$ cat src/rtl/hash_job_scheduler_pkg.sv
// hash_sched_pkg: shared state encoding and datapath widths for the hash job scheduler
package hash_sched_pkg;
  typedef enum logic [1:0] {IDLE, LOAD, RUN, DONE} state_t;
  localparam int BYTE_W = 8;
  localparam int HDR_W = BYTE_W * 12;
  localparam int NONCE_W = 32;
  localparam int TGT_W = 8;
endpackage

$ cat src/rtl/hash_job_scheduler_rr_arbiter.sv
// rr_arbiter: combinational round-robin pick of the first requester at or after ptr
module rr_arbiter #(
  parameter int NUM_REQ = 2,
  localparam int IW = $clog2(NUM_REQ)
) (
  input  logic [NUM_REQ-1:0] req,
  input  logic [IW-1:0]      ptr,
  output logic [NUM_REQ-1:0] grant,
  output logic [IW-1:0]      idx
);
  logic found;
  // scan from ptr with wrap-around, first requester wins
  always_comb begin
    grant = '0;
    idx = '0;
    found = 1'b0;
    for (int k = 0; k < NUM_REQ; k++) begin
      if (!found && req[(int'(ptr) + k) % NUM_REQ]) begin
        found = 1'b1;
        grant[(int'(ptr) + k) % NUM_REQ] = 1'b1;
        idx = IW'((int'(ptr) + k) % NUM_REQ);
      end
    end
  end
endmodule

$ cat src/rtl/hash_job_scheduler.sv
// hash_job_scheduler: round-robin job loader and budgeted search supervisor for one mining datapath; SCHED_STATS_EN adds found/timeout counters
module hash_job_scheduler
  import hash_sched_pkg::*;
#(
  parameter int BYTE = BYTE_W,
  parameter int NUM_REQ = 2,
  parameter int LOAD_CYCLES = 2,
  parameter int MAX_CYCLES = 4096,
  localparam int IW = $clog2(NUM_REQ),
  localparam int HW = BYTE * 12
) (
  input  logic                    clk,
  input  logic                    reset,
  input  logic [NUM_REQ-1:0]      req_valid,
  output logic [NUM_REQ-1:0]      req_ready,
  input  logic [NUM_REQ*HW-1:0]   req_data,
  input  logic [NUM_REQ*TGT_W-1:0] req_target,
  output logic                    sys_reset,
  output logic [HW-1:0]           sys_data_in,
  output logic [TGT_W-1:0]        sys_target,
  input  logic                    sys_finished,
  input  logic [NONCE_W-1:0]      sys_nonce,
  output logic                    res_valid,
  input  logic                    res_ready,
  output logic [IW-1:0]           res_id,
  output logic                    res_found,
  output logic [NONCE_W-1:0]      res_nonce,
  output logic                    busy
`ifdef SCHED_STATS_EN
  ,
  output logic [15:0]             stat_found,
  output logic [15:0]             stat_timeout
`endif
);
  localparam int CW = $clog2(MAX_CYCLES);
  localparam int LW = LOAD_CYCLES > 1 ? $clog2(LOAD_CYCLES) : 1;
  state_t state, nstate;
  logic [NUM_REQ-1:0] grant;
  logic [IW-1:0] gidx, rr_ptr;
  logic [CW-1:0] cnt;
  logic [LW-1:0] lcnt;
  logic timeout, load_done;
  assign timeout = cnt == CW'(MAX_CYCLES - 1);
  assign load_done = lcnt == LW'(LOAD_CYCLES - 1);
  rr_arbiter #(.NUM_REQ(NUM_REQ)) u_arb (
    .req(req_valid),
    .ptr(rr_ptr),
    .grant(grant),
    .idx(gidx)
  );
  // next state and state-decoded outputs; grants are suppressed while reset is asserted
  always_comb begin
    nstate = state == IDLE ? (|req_valid ? LOAD : IDLE) :
             state == LOAD ? (load_done ? RUN : LOAD) :
             state == RUN  ? (sys_finished || timeout ? DONE : RUN) :
                             (res_ready ? IDLE : DONE);
    req_ready = (reset && state == IDLE) ? grant : '0;
    sys_reset = state == RUN;
    res_valid = state == DONE;
    busy = state != IDLE;
  end
  // state, job latch, load/run counters and result capture
  always_ff @(posedge clk) begin
    if (!reset) begin
      state <= IDLE;
      rr_ptr <= '0;
      cnt <= '0;
      lcnt <= '0;
      sys_data_in <= '0;
      sys_target <= '0;
      res_id <= '0;
      res_found <= 1'b0;
      res_nonce <= '0;
    end else begin
      state <= nstate;
      if (state == IDLE && |req_valid) begin
        sys_data_in <= req_data[int'(gidx)*HW +: HW];
        sys_target <= req_target[int'(gidx)*TGT_W +: TGT_W];
        res_id <= gidx;
        cnt <= '0;
        lcnt <= '0;
      end
      if (state == LOAD) lcnt <= lcnt + 1'b1;
      if (state == RUN) begin
        if (sys_finished) begin
          res_found <= 1'b1;
          res_nonce <= sys_nonce;
        end else if (timeout) begin
          res_found <= 1'b0;
          res_nonce <= '0;
        end else cnt <= cnt + 1'b1;
      end
      if (state == DONE && res_ready) rr_ptr <= res_id == IW'(NUM_REQ - 1) ? '0 : res_id + 1'b1;
    end
  end
`ifdef SCHED_STATS_EN
  // saturating result counters, one step per accepted result
  always_ff @(posedge clk) begin
    if (!reset) begin
      stat_found <= '0;
      stat_timeout <= '0;
    end else if (state == DONE && res_ready) begin
      if (res_found && ~&stat_found) stat_found <= stat_found + 1'b1;
      if (!res_found && ~&stat_timeout) stat_timeout <= stat_timeout + 1'b1;
    end
  end
`endif
endmodule

$ cat config.mk
export PLATFORM = sky130hd
export DESIGN_NAME = hash_job_scheduler
export DESIGN_NICKNAME = d
export VERILOG_FILES = /design/src/rtl/hash_job_scheduler_pkg.sv /design/src/rtl/hash_job_scheduler_rr_arbiter.sv /design/src/rtl/hash_job_scheduler.sv
export SDC_FILE = /design/constraint.sdc
export NUM_CORES = 1
export LEC_CHECK = 0
export BUFFER_PORTS_ARGS = -buffer_cell sky130_fd_sc_hd__clkbuf_2
export CAP_MARGIN = 20
export CORE_AREA = 2 2 153 155
export CTS_CLUSTER_DIAMETER = 80
export DETAILED_ROUTE_END_ITERATION = 8
export DIE_AREA = 0 0 155 157
export GPL_ROUTABILITY_DRIVEN = 0
export RECOVER_POWER = 100
export SETUP_SLACK_MARGIN = 0.1
export SYNTH_ARGS = -nofsm -noshare
export SYNTH_HDL_FRONTEND = slang
export SYNTH_SLANG_ARGS = --single-unit
$ cat constraint.sdc
create_clock -name clk -period 2.05 [get_ports clk]
set_input_delay 0.41 -clock clk [delete_from_list [all_inputs] [get_ports clk]]
set_output_delay 0.41 -clock clk [all_outputs]
set_load 0.1 [all_outputs]
==> results of run 1 <==
-- sequential cells by signal (all words and copies together) (netlist names) --
name and flops:
res_nonce 32, sys_data_in 96, sys_target 8, cnt 12, rr_ptr 1, res_found 1, res_id 1, lcnt 1
state 2
-- final timing paths --
path,start,endpoint,slack [ns],cells after the start
setup / recovery,state[1],sys_reset,0.10,4
hold / removal,sys_nonce[17],res_nonce[17],0.21,2
setup reg to reg,state[1],cnt[9],0.12,6
hold reg to reg,res_nonce[29],res_nonce[29],0.47,1
-- layout make-up --
cell class	count	area (um^2)
multi-input cells	436	3150
clock buffers	19	453
fillers	2253	13000
well taps	285	357
inverters	4	30.0
flip-flops and latches	154	3090
repair buffers	426	2350
clock inverters	13	110
-- synthesized netlist by cell type, types with 3 or more instances --
cell type	n	area [um^2]
dfxtp_1	154	3080
nor2_1	112	420
a211oi_1	105	788
mux2i_1	105	1050
a22o_1	33	289
buf_2	28	140
clkbuf_1	23	86.3
nand2_1	10	37.5
nand3_1	8	40.0
a21oi_1	7	35.0
or4_1	5	37.5
buf_4	4	30.0
nor3_1	4	20.0
o21ai_0	4	20.0
or3_1	4	25.0
inv_1	3	11.3
-- cells by family (layout without fill, tap and decap cells) --
kind of cell,after synthesis,in the layout,synth area share
multiplexers,105,105,0.163
XOR/XNOR,2,2,0.00271
AND/OR/NAND/NOR,161,161,0.113
buffers and inverters,62,462,0.0461
adder cells (fa/ha/maj),1,1,0.00193
AO/OA/AOI/OAI,167,167,0.197
flip-flops,154,154,0.477
-- repair_timing --
| item | in CTS | in global routing |
|---|---|---|
| setup endpoints to repair | 4 | 5 |
| hold buffers | 0 | 0 |
| gates resized for setup | 3 | 6 |
| pin swaps | 3 | 2 |
| hold endpoints to repair | 0 | 0 |
| buffers inserted | 2 | 5 |
-- layout by cell type (no fill, tap or decap), types with 10 or more instances in the layout --
| cell type | instances |
|---|---|
| nor2_1 | 112 |
| buf_4 | 25 |
| clkbuf_2 | 385 |
| dfxtp_1 | 152 |
| a211oi_1 | 105 |
| clkbuf_16 | 17 |
| nand2_1 | 10 |
| a22o_1 | 33 |
| buf_12 | 10 |
| mux2i_1 | 105 |
-- through the flow --
stage	power [mW]	TNS (ns)	cells	area, um^2
CTS	10.0	0	1332	9520
floorplan	6.24	-5.63	652	6550
detailed placement	7.01	0	1298	8930
finish	9.90	0	1337	9530
global placement	6.99	0	1298	8930
global route	10.3	0	1337	9530
-- where the power goes --
| part | total, mW | internal (mW) | switching, mW |
|---|---|---|---|
| logic | 3.50 | 0.756 | 2.75 |
| registers | 3.42 | 3.27 | 0.145 |
| clock network | 2.97 | 1.64 | 1.33 |
| total | 9.90 | 5.67 | 4.23 |
-- worst register-to-register path: cells and delay by family, from the launching register on --
family / cells / cell delay (ns)
AOI/OAI and AO/OA: 2 / 0.28
and+or+nand+nor: 2 / 0.91
buffers and inverters: 2 / 0.24
DFF: 1 / 0.39
-- per-layer routing --
layer  GRT usage  vias to the layer above  part of all wire
li1            -                     3212                 -
met1       0.182                     2759              0.42
met2       0.270                      238              0.50
met3      0.0490                        9             0.069
met4      0.0388                        0            0.0071
met5           0                        -                 0
==> impl_metrics.ini, run 1 <==
[place]
portBuffers = 388
post-place-ws_ns = 0.156
dp_hpwl_mm = 15.1

[timing]
fmaxAchievable_mhz = 513
fin_crit_sh = 0.950
finalHoldViolCount = 0
fin_crit_ns = 1.95
setup-violations-final = 0
tightest_slew_ns = 0.678
rsz0062_at_grt = true
slew_violations = 0
max_slew_margin = 0.548
fin_hold_ws_ns = 0.208
fin_skew_ns = 0.0103
setup_slack_ns = 0.102

[floorplanning]
num_rows = 55
dieArea_um2 = 24300
io_pins = 389
core_area_um2 = 22500
initial_core_util = 0.287
fp.dieW_um = 155
die_y_um = 157

[cells_and_area]
num_antenna_cells = 0
final_core_util = 0.424
drive_above_1_share = 0.450
nets = 1286
layout-area-overhead-vs-synth_pct = 47.4

[clock_tree]
numCtsBuffers = 17
cts-htree-levels = 4
cts_tree = built
cts_root_buffer = clkbuf_16
cts.sinks = 154
path_clk_slew_ns = 0.07
clk_path_buf_depth = 2
clk_latency_ns = 0.41

[pwr]
p_leak_nw = 4.87
peakVddDrop_mv = 0.475
p_per_area_nw_per_um2 = 1040

[global_routing]
grt_pass1_vias = 5741
grt_pass1_wl_mm = 29.5
overflow = 0
grt_max_degree = 95
grtUsageTotal = 0.154
antenna_found_initial = 0

[setup_path]
cp_slowest_stage_delay_ns = 0.39
cp_top_family = buffers and inverters
crit_top_cell = buf_4
slowest_stage = dfxtp_1
critPathKind = reg -> out
crit_fanout = 4
cp_num_buf_inv = 3
crit_chain = buf_4, buf_4, nor2b_2, buf_6
endpoint_kind = output pin
arrival_ns = 1.54
required_ns = 1.64
startpoint_type = register

[logic_synthesis]
synthArstFlopShare = 0
postSynthAreaPerCell_um2 = 9.92
synth_flop_cell = dfxtp_1
synthCells = 652
yosys_warnings = 0
synth.distinct_cells = 49
yosysSeqAreaShare = 0.477
synth_edf_count = 0
synth-seq-cells = 154
netlist_area_um2 = 6470
synth_nets = 899

[route]
routedWlPerCell_um = 14.7
drt-initial-drc-count = 246
drt_wl_total_mm = 19.6
drc = 0
post_drt_via_cell_ratio = 4.65
first_pass_iters = 5
antenna_left = 0
route.vias.total = 6218

[outcome]
status = finished, final reports clean

[worst_hold_path]
hp-class = in -> reg

[job]
cap_violations = 0
Power figures use the tool's default switching activity.
==> inputs of run 2 (changes only) <==
- CORE_AREA: 2 2 153 155 -> 2 2 151 153
- CTS_BUF_LIST: not set -> sky130_fd_sc_hd__clkbuf_2 sky130_fd_sc_hd__clkbuf_4 sky130_fd_sc_hd__clkbuf_8
- DIE_AREA: 0 0 155 157 -> 0 0 153 155
==> run 2 against run 1 <==
Against the previous run: combinational power about the same; count of clock-buffer cells in the layout did not move; via count decreased by 0.14%; clock power fell by 27%; critical endpoint is now req_ready[0]; largest cell class unchanged; largest power group unchanged.
==> impl_metrics.ini, run 2 (same netlist as run 1, synthesis figures left out) <==
[timing]
fin_crit_sh = 0.957
slew_violations = 0
fin_skew_ns = 0.0148
rsz0062_at_grt = true
fin_hold_ws_ns = 0.180
tightest_slew_ns = 0.639
finalHoldViolCount = 0
fin_crit_ns = 1.96
setup-violations-final = 0
fmaxAchievable_mhz = 510
max_slew_margin = 0.574

[route]
antenna_left = 0
post_drt_via_cell_ratio = 4.68
drc = 0
routedWlPerCell_um = 14.9
drt_wl_total_mm = 19.8
route.vias.total = 6209
first_pass_iters = 6
drt-initial-drc-count = 317

[pwr]
p_leak_nw = 4.77
internal_power_mw = 4.95
p_seq_frac = 0.375
swShare = 0.455
pwr-share-clk = 0.238
finalPower_mw = 9.08
p_per_area_nw_per_um2 = 976
peakVddDrop_mv = 0.403
power.switching_mw = 4.13
combPwrFrac = 0.386

[global_routing]
overflow = 0
grt_pass1_vias = 5810
grtUsageMet2 = 0.286
top_usage_layer = met2
antenna_found_initial = 0
grt.met1_usage = 0.193
grt_max_degree = 95
grt_pass1_wl_mm = 31.1
use_met3 = 0.0468
grtUsageTotal = 0.163

[setup_path]
regToRegEndpoint = cnt[3]
critPathKind = reg -> out
crit_fanout = 4
startpoint_type = register
slowest_stage = dfxtp_4
r2r-start = cnt[9]
required_ns = 1.64
startpoint = state[1]
reg2regPathDepth = 5
arrival_ns = 1.55
crit_end = req_ready[0]
endpoint_kind = output pin
regToRegSetupSlack_ns = 0.17
crit_chain = or2_4, a2111oi_4, buf_12
cp_slowest_stage_delay_ns = 0.35

[clock_tree]
cts_root_buffer = clkbuf_8
path_clk_slew_ns = 0.09
cts.sinks = 154
clk_latency_ns = 0.44
hold_buffers = 0
clk_path_buf_depth = 2
cts-htree-levels = 4
cts_tree = built
numCtsBuffers = 17

[outcome]
status = finished, final reports clean

[cells_and_area]
regMostFlops = sys_data_in
nets = 1275
reg_top3 = sys_data_in (96), res_nonce (32), cnt (12)
layout_common_cells = clkbuf_2, dfxtp_1, nor2_1, mux2i_1, a211oi_1
largest_reg_flops = 96
drive_above_1_share = 0.450
fin_cells = 1326
num_antenna_cells = 0
layout_commonest_cell = clkbuf_2
final_core_util = 0.419
layout-area-overhead-vs-synth_pct = 43.9

[floorplanning]
io_pins = 389
dieArea_um2 = 23700
die_y_um = 155
core_area_um2 = 22200
num_rows = 55
fp.dieW_um = 153
initial_core_util = 0.291

[worst_hold_path]
hp-class = in -> reg

[place]
dp_cells = 1287
portBuffers = 388
dp_hpwl_mm = 15.2

[job]
cap_violations = 0
run 2: cell count changes in the layout (fill, tap and decap cells not counted), moves of 2 or more:
| cell | change |
|---|---|
| clkbuf_16 | -17 |
| clkbuf_8 | +17 |
| clkbuf_2 | -2 |
| buf_4 | -6 |
| clkbuf_1 | -3 |
| clkinvlp_4 | -2 |
| dfxtp_4 | +2 |
run 2: metal layers:
metal / up-vias / wire length [um]
met5: - / 0
met4: 0 / 345
met3: 22 / 1490
met2: 263 / 9800
met1: 2738 / 8160
li1: 3186 / -
run 2: how the worst min path moves through the flow:
stage	start	depth (start not counted)	slack, ns	end
2_1_floorplan	cnt[11]	2	0.46	cnt[11]
3_3_place_gp	res_nonce[18]	1	0.46	res_nonce[18]
3_5_place_dp	res_nonce[18]	1	0.45	res_nonce[18]
4_1_cts	sys_nonce[13]	2	0.14	res_nonce[13]
5_1_grt	sys_nonce[3]	2	0.14	res_nonce[3]
6_report	sys_nonce[13]	2	0.18	res_nonce[13]
run 2: stage by stage:
stage	area, um^2	setup TNS (ns)	worst slack (ns)
2_1_floorplan	6550	-5.63	-0.354
3_3_place_gp	8850	0	0.139
3_5_place_dp	8850	0	0.110
4_1_cts	9260	0	0.0401
5_1_grt	9310	-0.0266	-0.0266
6_report	9310	0	0.0883
run 2: layout make-up:
class,count,area [um^2]
clock buffers,19,262
clock inverters,13,111
fillers,2278,12900
inverters,4,30.0
multi-input cells,436,3160
flip-flops and latches,154,3090
well taps,285,357
repair buffers,415,2300
run 2: worst max-delay path: cells and delay by family (launching register included):
kind	cells	cell delay, ns
flops	1	0.35
simple gates	1	0.28
compound gates	1	0.25
buf+inv	1	0.22
run 2: timing repair:
action                     4_1_cts  5_1_grt
buffers inserted                 4        3
pin swaps                        4        1
cloned                           0        0
gates resized for setup          5        8
setup endpoints to repair        6        7
run 2: power by group through the flow:
stage	combinational, mW	sequential, mW	clock, mW
final	3.51	3.41	2.16
after global routing	3.68	3.45	2.39
after CTS	3.52	3.41	2.25
after detailed placement	3.50	3.48	0
after global placement	3.49	3.47	0
after floorplan	0.816	5.42	0
==> inputs of run 3 (changes only) <==
- CELL_PAD_IN_SITES_DETAIL_PLACEMENT: not set -> 1
- CELL_PAD_IN_SITES_GLOBAL_PLACEMENT: not set -> 2
- CORE_AREA: 2 2 151 153 -> 2 2 117 233
- DIE_AREA: 0 0 153 155 -> 0 0 119 235
- PLACE_DENSITY_LB_ADDON: not set -> 0.1
==> run 3 against run 2 <==
Against the previous run: design area increased by 2.6%; die area increased by 18%; maximum frequency decreased by 2.5%; utilization decreased by 5.4 points; count of clock-buffer cells in the layout increased by 3; non-clock buffer count increased by 7; sequential power about the same; clock skew decreased by 0.0030 ns; global-route usage increased by 1.9 points; clock power decreased by 6%; final cell count increased by 4.6%; combinational power increased by 3%; largest power group unchanged.
==> impl_metrics.ini, run 3 (same netlist as run 1, synthesis figures left out) <==
[outcome]
status = finished, final reports clean

[cells_and_area]
drive_above_1_share = 0.471
final_core_util = 0.365
largest_reg_flops = 96
layout-area-overhead-vs-synth_pct = 47.6
nets = 1282
final_design_area_no_fill_um2 = 9540
regMostFlops = sys_data_in
fin_cells = 1387
reg_top3 = sys_data_in (96), res_nonce (32), cnt (12)
layout_commonest_cell = clkbuf_2
layout_common_cells = clkbuf_2, dfxtp_1, nor2_1, mux2i_1, a211oi_1

[place]
dp_hpwl_mm = 19.7
dp_cells = 1349
post-place-ws_ns = 0.146
portBuffers = 388
dpl_cell_area_um2 = 8980

[route]
drc = 0
drt-initial-drc-count = 158
post_drt_via_cell_ratio = 4.64
drt_wl_total_mm = 25.2
route.vias.total = 6430
routedWlPerCell_um = 18.2
first_pass_iters = 4
antenna_left = 0

[clock_tree]
clk_path_buf_depth = 2
cts.sinks = 154
numCtsBuffers = 17
path_clk_slew_ns = 0.08
hold_buffers = 0
cts_tree = built
clk_latency_ns = 0.49
cts-htree-levels = 4
cts_root_buffer = clkbuf_8

[floorplanning]
io_pins = 389
fp.dieW_um = 119
dieArea_um2 = 28000
initial_core_util = 0.247
num_rows = 84
die_y_um = 235
core_area_um2 = 26200

[timing]
fin_crit_ns = 2.01
fin_hold_ws_ns = 0.140
fin_skew_ns = 0.0118
setup-violations-final = 0
tightest_slew_ns = 0.595
setup_slack_ns = 0.0383
max_slew_margin = 0.605
fin_crit_sh = 0.981
finalHoldViolCount = 0
slew_violations = 0
fmaxAchievable_mhz = 497
rsz0062_at_grt = true

[worst_hold_path]
hold_path_end = res_nonce[11]
hp-class = in -> reg
hold_depth = 2
worstHoldStart = sys_nonce[11]

[setup_path]
cp_slowest_stage_delay_ns = 0.35
critPathKind = reg -> out
reg2regPathDepth = 7
crit_chain = or2_4, a2111oi_4, buf_12
required_ns = 1.64
arrival_ns = 1.60
crit_fanout = 3
startpoint_type = register
regToRegEndpoint = sys_data_in[27]
endpoint_kind = output pin
slowest_stage = dfxtp_4
regToRegSetupSlack_ns = 0.18
r2r-start = state[1]

[pwr]
pwr-share-clk = 0.224
p_leak_nw = 4.83
p_seq_frac = 0.376
peakVddDrop_mv = 0.484
combPwrFrac = 0.400
swShare = 0.452
internal_power_mw = 4.97
p_per_area_nw_per_um2 = 951
power.switching_mw = 4.10

[job]
cap_violations = 0

[global_routing]
grt_max_degree = 107
grt_pass1_vias = 6754
overflow = 0
grtUsageTotal = 0.182
antenna_found_initial = 1
grt_pass1_wl_mm = 38.8
-- run 3: critical path, delay by kind of cell, from the launching register on --
| kind | cells | cell delay [ns] |
|---|---|---|
| AO/OA/AOI/OAI | 1 | 0.25 |
| buffers and inverters | 1 | 0.22 |
| flip-flops | 1 | 0.35 |
| AND/OR/NAND/NOR | 1 | 0.28 |
-- run 3: layer usage --
metal | part of all wire | GRT usage | vias up
met2 | 0.56 | 0.350 | 261
met5 | 0 | 0 | -
li1 | - | - | 3165
met1 | 0.34 | 0.175 | 2972
met4 | 0.025 | 0.0740 | 0
met3 | 0.070 | 0.0551 | 32
-- run 3: final cells by class --
| cell class | instances | area [um^2] |
|---|---|---|
| Antenna cell | 1 | 2.50 |
| Clock buffer | 22 | 290 |
| Clock inverter | 4 | 22.5 |
| Fill cell | 3162 | 16600 |
| Inverter | 4 | 30.0 |
| Multi-Input combinational cell | 436 | 3240 |
| Sequential cell | 154 | 3100 |
| Tap cell | 344 | 430 |
| Timing Repair Buffer | 422 | 2430 |
-- run 3: power groups by stage --
stage	clock network, mW	registers, mW	logic [mW]
6_report	2.03	3.41	3.63
5_1_grt	2.28	3.45	3.82
4_1_cts	2.16	3.41	3.63
3_5_place_dp	0	3.49	3.59
3_3_place_gp	0	3.47	3.58
2_1_floorplan	0	5.42	0.816
-- run 3: worst max path at each step --
stage,start,depth (start not counted),slack [ns],endpoint
floorplan,state[0],3,-0.35,req_ready[0]
global placement,sys_finished,5,0.16,cnt[9]
detailed placement,sys_finished,5,0.15,cnt[9]
CTS,state[1],3,-0.02,req_ready[0]
global route,state[1],3,-0.05,req_ready[0]
finish,state[1],3,0.04,req_ready[0]
-- run 3: stage by stage --
step                      TNS, ns  power (mW)
after floorplan             -5.63        6.24
after global placement          0        7.05
after detailed placement        0        7.08
after CTS                 -0.0243        9.20
after global routing      -0.0490        9.55
final                           0        9.07
-- run 3: what timing repair did --
action	CTS	global route
resized for setup	9	31
setup endpoints to repair	5	40
pin swaps	3	22
gates cloned	1	0
buffers inserted	7	3
